[config.mk]
export PLATFORM = sky130hd
export DESIGN_NAME = i2c_spi_pin_arbiter
export DESIGN_NICKNAME = d
export VERILOG_FILES = /design/src/rtl/i2c_spi_pin_arbiter.sv
export SDC_FILE = /design/constraint.sdc
export NUM_CORES = 1
export LEC_CHECK = 0
export ABC_AREA = 1
export CAP_MARGIN = 10
export CORE_UTILIZATION = 45
export DETAILED_ROUTE_END_ITERATION = 16
export HOLD_SLACK_MARGIN = 0.03
export SYNTH_ARGS = -nofsm -noshare
export SYNTH_HDL_FRONTEND = slang
export SYNTH_SLANG_ARGS = --single-unit
[constraint.sdc]
create_clock -name clk -period 4.7 [get_ports clk]
set_input_delay 1.175 -clock clk [delete_from_list [all_inputs] [get_ports clk]]
set_output_delay 1.175 -clock clk [all_outputs]
set_load 0.01 [all_outputs]
[src/rtl/i2c_spi_pin_arbiter.sv]
// Request/grant arbiter for the shared I2C_SCLK/I2C_SDAT pins between the
// G-sensor SPI master and the EEPROM I2C master, with parked-bus guard gaps.
module i2c_spi_pin_arbiter #(
  parameter int GUARD_CYCLES   = 8,
  parameter int TIMEOUT_CYCLES = 65535
) (
  input  logic       clk,
  input  logic       reset,
  input  logic       spi_req,
  output logic       spi_gnt,
  input  logic       spi_sclk,
  input  logic       spi_sdo,
  input  logic       spi_sdo_oe,
  input  logic       spi_cs_n,
  input  logic       i2c_req,
  output logic       i2c_gnt,
  input  logic       i2c_scl,
  input  logic       i2c_sda_oe,
  output logic       pin_sclk,
  output logic       pin_sdat_out,
  output logic       pin_sdat_oe,
  output logic       gsensor_cs_n,
  output logic [1:0] owner,
  output logic       timeout_err
);

  typedef enum logic [1:0] {
    S_IDLE  = 2'b00,
    S_SPI   = 2'b01,
    S_I2C   = 2'b10,
    S_GUARD = 2'b11
  } state_t;

  localparam logic [7:0]  GUARD_LAST = 8'(GUARD_CYCLES - 1);
  localparam logic [15:0] TIMEOUT_L  = 16'(TIMEOUT_CYCLES);
  localparam logic        TIMEOUT_EN = (TIMEOUT_CYCLES != 0);

  state_t      state_q, state_d;
  logic [7:0]  guard_cnt_q, guard_cnt_d;
  logic [15:0] hold_q, hold_d, hold_inc;
  logic        last_i2c_q, last_i2c_d;
  logic        spi_mask_q, spi_mask_d;
  logic        i2c_mask_q, i2c_mask_d;
  logic        tout_q, tout_d;
  logic        sclk_q, sclk_d;
  logic        sdat_q, sdat_d;
  logic        oe_q, oe_d;
  logic        cs_n_q, cs_n_d;
  logic        spi_eff, i2c_eff, hold_expired;

  assign spi_eff      = spi_req & ~spi_mask_q;
  assign i2c_eff      = i2c_req & ~i2c_mask_q;
  assign hold_inc     = (hold_q == 16'hFFFF) ? hold_q : hold_q + 16'd1;
  assign hold_expired = TIMEOUT_EN && (hold_inc == TIMEOUT_L);

  always_comb begin
    state_d     = state_q;
    guard_cnt_d = guard_cnt_q;
    hold_d      = hold_q;
    last_i2c_d  = last_i2c_q;
    // A revoke mask lasts until its requester has been seen low once.
    spi_mask_d  = spi_mask_q & spi_req;
    i2c_mask_d  = i2c_mask_q & i2c_req;
    tout_d      = 1'b0;
    case (state_q)
      S_IDLE: begin
        if (spi_eff && (!i2c_eff || last_i2c_q)) begin
          state_d    = S_SPI;
          hold_d     = 16'd0;
          last_i2c_d = 1'b0;
        end else if (i2c_eff) begin
          state_d    = S_I2C;
          hold_d     = 16'd0;
          last_i2c_d = 1'b1;
        end
      end
      S_SPI: begin
        hold_d = hold_inc;
        // The SPI master keeps the bus until its frame ends (cs_n high).
        if (!spi_req && spi_cs_n) begin
          state_d     = S_GUARD;
          guard_cnt_d = GUARD_LAST;
        end else if (hold_expired) begin
          state_d     = S_GUARD;
          guard_cnt_d = GUARD_LAST;
          tout_d      = 1'b1;
          spi_mask_d  = 1'b1;
        end
      end
      S_I2C: begin
        hold_d = hold_inc;
        if (!i2c_req) begin
          state_d     = S_GUARD;
          guard_cnt_d = GUARD_LAST;
        end else if (hold_expired) begin
          state_d     = S_GUARD;
          guard_cnt_d = GUARD_LAST;
          tout_d      = 1'b1;
          i2c_mask_d  = 1'b1;
        end
      end
      default: begin
        if (guard_cnt_q == 8'd0) state_d = S_IDLE;
        else                     guard_cnt_d = guard_cnt_q - 8'd1;
      end
    endcase
  end

  // Pins follow the next state so a revoke or release parks on the same edge.
  always_comb begin
    sclk_d = 1'b1;
    sdat_d = 1'b1;
    oe_d   = 1'b0;
    cs_n_d = 1'b1;
    case (state_d)
      S_SPI: begin
        sclk_d = spi_sclk;
        sdat_d = spi_sdo;
        oe_d   = spi_sdo_oe;
        cs_n_d = spi_cs_n;
      end
      S_I2C: begin
        sclk_d = i2c_scl;
        sdat_d = 1'b0;
        oe_d   = i2c_sda_oe;
      end
      default: ;
    endcase
  end

  always_ff @(posedge clk) begin
    if (reset) begin
      state_q     <= S_IDLE;
      guard_cnt_q <= 8'd0;
      hold_q      <= 16'd0;
      last_i2c_q  <= 1'b1;
      spi_mask_q  <= 1'b0;
      i2c_mask_q  <= 1'b0;
      tout_q      <= 1'b0;
      sclk_q      <= 1'b1;
      sdat_q      <= 1'b1;
      oe_q        <= 1'b0;
      cs_n_q      <= 1'b1;
    end else begin
      state_q     <= state_d;
      guard_cnt_q <= guard_cnt_d;
      hold_q      <= hold_d;
      last_i2c_q  <= last_i2c_d;
      spi_mask_q  <= spi_mask_d;
      i2c_mask_q  <= i2c_mask_d;
      tout_q      <= tout_d;
      sclk_q      <= sclk_d;
      sdat_q      <= sdat_d;
      oe_q        <= oe_d;
      cs_n_q      <= cs_n_d;
    end
  end

  assign spi_gnt      = (state_q == S_SPI);
  assign i2c_gnt      = (state_q == S_I2C);
  assign owner        = state_q;
  assign timeout_err  = tout_q;
  assign pin_sclk     = sclk_q;
  assign pin_sdat_out = sdat_q;
  assign pin_sdat_oe  = oe_q;
  assign gsensor_cs_n = cs_n_q;

endmodule
==> metrics <==
fin cells=~450; total track usage=a little over a fifth; vias per inst=between 5 and 6; GR Util met2=36.74%; total CTS buffers=5; TritonCTS clock tree=built; antenna violations before repair=0; Area Growth Syn to Fin=13.78%; leakage power=around 1.1 nW; setup TNS=0 ns; final WL=around 5400 um; critical path arrival=approximately 3.6 ns; number of global-route vias before repair=2037; Final Power=between 1 and 1.5 mW; DR WL/cell=around 12 um; global route total overflow=0; Detailed Routing Iterations Pass 1=6; Final Cell Area=about 2700 um^2; Die Wd=74.57 um; DRT iter0 DRCs=126; die height=between 70 and 80 um; pwr/cell area=approximately 470 nW/um^2; std cell rows=26; total setup buffers inserted after CTS=0; Antenna Cells=0; Min Clock Period, post-route=about 3.4 ns; Hold Path Origin=i2c_mask_q; R2R depth=17; Tightest Pin Transition=about 0.94 ns; Setup Viol. Count Final=0; Worst-Skew Late Latency=0.28 ns; Final Slew Violations=0; Final Hold Viols=0; post-synth net total=approximately 380; Hold Path End=i2c_mask_q; Hold/Removal Path Class=reg2reg; die area=5561 um^2; Hold Buf Count CTS=0; required time of the critical path=4.92 ns; share of cells above drive strength 1=around 13%; first-pass GRT wire length=slightly above 9000 um; Cell Area, Synth=roughly 2400 um^2; worst r2r src=hold_q[0]; status=completed; Syn Inst Count=roughly 360; Yosys warning count=0; Via Count=2281; crit-path cells=clkdlybuf4s50_1, inv_1, nor2_1, inv_1, o211ai_2, a21oi_1, a21oi_2, buf_4, nor2_1, nand2_1, a21oi_1; slew margin rel.=36.95%; Initial Utilization=between 40% and 50%; Worst R2R End=pin_sdat_oe; critical path class=in2reg; clock skew=roughly 0.0032 ns; Yosys cell types=37; Port Buffers=18; hold slack final=0.4669 ns; Peak VDD IR=around 0.38 mV; Placement Cell Area=~2600 um^2; crit-path max FO=17; met3 GRT Util=between 4 and 5%; CP peak stage delay=between 0.7 and 0.8 ns; GR Layer Usage met1=between 20% and 30%; CTS max path bufs=2; GPL Wtd Cong=between 0.7 and 0.8; clk sink count=34; Ports=19; GRT busiest layer=met2; Clk Tree Root Cell=clkbuf_8; final antenna-violating net count=0; Avg Synthesized Cell Area=~6.6 um^2; synthesized flop and latch total=34; core area=roughly 5100 um^2; final net count=roughly 400; Fmax=295.7 MHz; Max-Cap Viols=0; placed insts=440; worst hold path cell count=2; RSZ-0062 raised after global routing=false; clk slew on worst S/H paths=0.06 ns; register area share after synthesis=between 20% and 30%; R2R setup slack=1.76 ns; # H-tree levels=2; post-route clock period utilization=71.95%; crit path max-delay cell type=nor2_1; Critical Path Source Type=input port; DP Wirelength=between 4000 and 5000 um; CP Capture Type=register; DRC errors left=0; Post-CTS Resized=0; largest net degree at the start of global routing=24
==> cells in the mapped netlist <==
master    number  area (um^2)
a21oi_1       36        180.2
nand4_1       12        75.07
clkbuf_1       5        18.77
o21ai_4        1        16.27
nand4_4        1        21.27
buf_6          1        11.26
nor2_4         5        56.30
inv_2          8        30.03
nor2_2         3        18.77
o21ai_0        9        45.04
nand3b_1       1        7.510
dfxtp_1       34        680.7
or3_1          1        6.260
nand3_4        1        17.52
inv_1         28        105.1
a21boi_0       1        7.510
buf_2          1        5.000
nor2_1        30        112.6
a21oi_2        2        17.52
nand2_4        1        11.26
a211oi_1       2        15.01
nand3_1       24        120.1
xor2_1         3        26.28
nand3_2        3        30.03
ha_1           8        100.1
nand2_2        8        50.05
nor2_8         2        40.04
o21ai_1        9        45.04
nor4_1         1        6.260
a21oi_4        1        16.27
nand2_1      104        390.4
o21bai_1       5        37.54
xnor2_1        1        8.760
o211ai_2       1        12.51
a31oi_1        1        6.260
or2_2          2        12.51
o21ai_2        1        8.760
==> final cells by class <==
class	instances	area, um^2
Timing Repair Buffer	20	195.2
Fill cell	534	2379
Inverter	36	135.1
Clock buffer	5	68.82
Clock inverter	2	10.01
Multi-Input combinational cell	280	1519
Sequential cell	34	680.7
Tap cell	70	87.58
==> how the worst max path moves through the flow <==
stage,start,to,slack (ns),cells past startpoint
floorplan,i2c_req,pin_sdat_oe,2.16,9
global placement,i2c_req,hold_q[4],1.15,11
detailed placement,i2c_req,hold_q[4],1.07,11
CTS,i2c_req,hold_q[4],1.37,11
global route,i2c_req,hold_q[4],1.08,11
finish,i2c_req,hold_q[4],1.32,11
==> power by group <==
| group | internal (mW) | leakage, nW | switching, mW |
|---|---|---|---|
| logic | 0.257 | 0.783 | 0.434 |
| clock network | 0.0991 | 0.0438 | 0.0991 |
| registers | 0.339 | 0.277 | 0.0420 |
| total | 0.695 | 1.10 | 0.575 |
==> through the flow <==
| stage | utilization [%] | setup slack, ns |
|---|---|---|
| 3_5_place_dp | 51.58 | 1.074 |
| 6_report | 53.13 | 1.319 |
| 3_3_place_gp | 51.58 | 1.153 |
| 4_1_cts | 53.13 | 1.372 |
| 5_1_grt | 53.13 | 1.079 |
| 2_1_floorplan | - | 2.161 |
==> routing by layer <==
metal	up-vias	wire length, um	share of wire, %
met5	-	0	0
met3	6	116	2.1
met2	24	2591	48
met4	0	83	1.5
li1	1215	-	-
met1	1036	2625	48
==> registers in the layout, indices dropped and copies added, names as in the netlist <==
register,cells
spi_mask_q,1
gsensor_cs_n,1
hold_q,16
last_i2c_q,1
pin_sdat_oe,1
pin_sclk,1
pin_sdat_out,1
guard_cnt_q,8
owner,2
timeout_err,1
i2c_mask_q,1
==> placed cells by master (no fill, tap or decap), types with 3 or more instances in the layout <==
master / count
inv_2: 8
xor2_1: 3
clkbuf_8: 5
a21oi_1: 36
nand2_1: 104
nand3_1: 24
nand3_2: 3
o21ai_0: 9
inv_1: 28
clkdlybuf4s50_1: 18
o21ai_1: 9
o21bai_1: 5
nor2_1: 30
ha_1: 8
nand4_1: 12
nor2_2: 3
dfxtp_1: 34
nand2_2: 8
nor2_4: 5
==> critical path, delay by kind of cell <==
| family | cells | cell delay [ns] |
|---|---|---|
| AO/OA/AOI/OAI | 4 | 0.56 |
| buffers and inverters | 4 | 0.94 |
| AND/OR/NAND/NOR | 3 | 0.91 |
==> cells by family after synthesis <==
| family | after synthesis | share of synthesized area (%) |
|---|---|---|
| buffers and inverters | 43 | 7.180 |
| DFF | 34 | 28.72 |
| and+or+nand+nor | 199 | 41.18 |
| adders and majority gates | 8 | 4.224 |
| xor gates and xnor gates | 4 | 1.479 |
| AOI/OAI and AO/OA | 69 | 17.21 |
No activity file was read; power rests on OpenSTA's default activity.
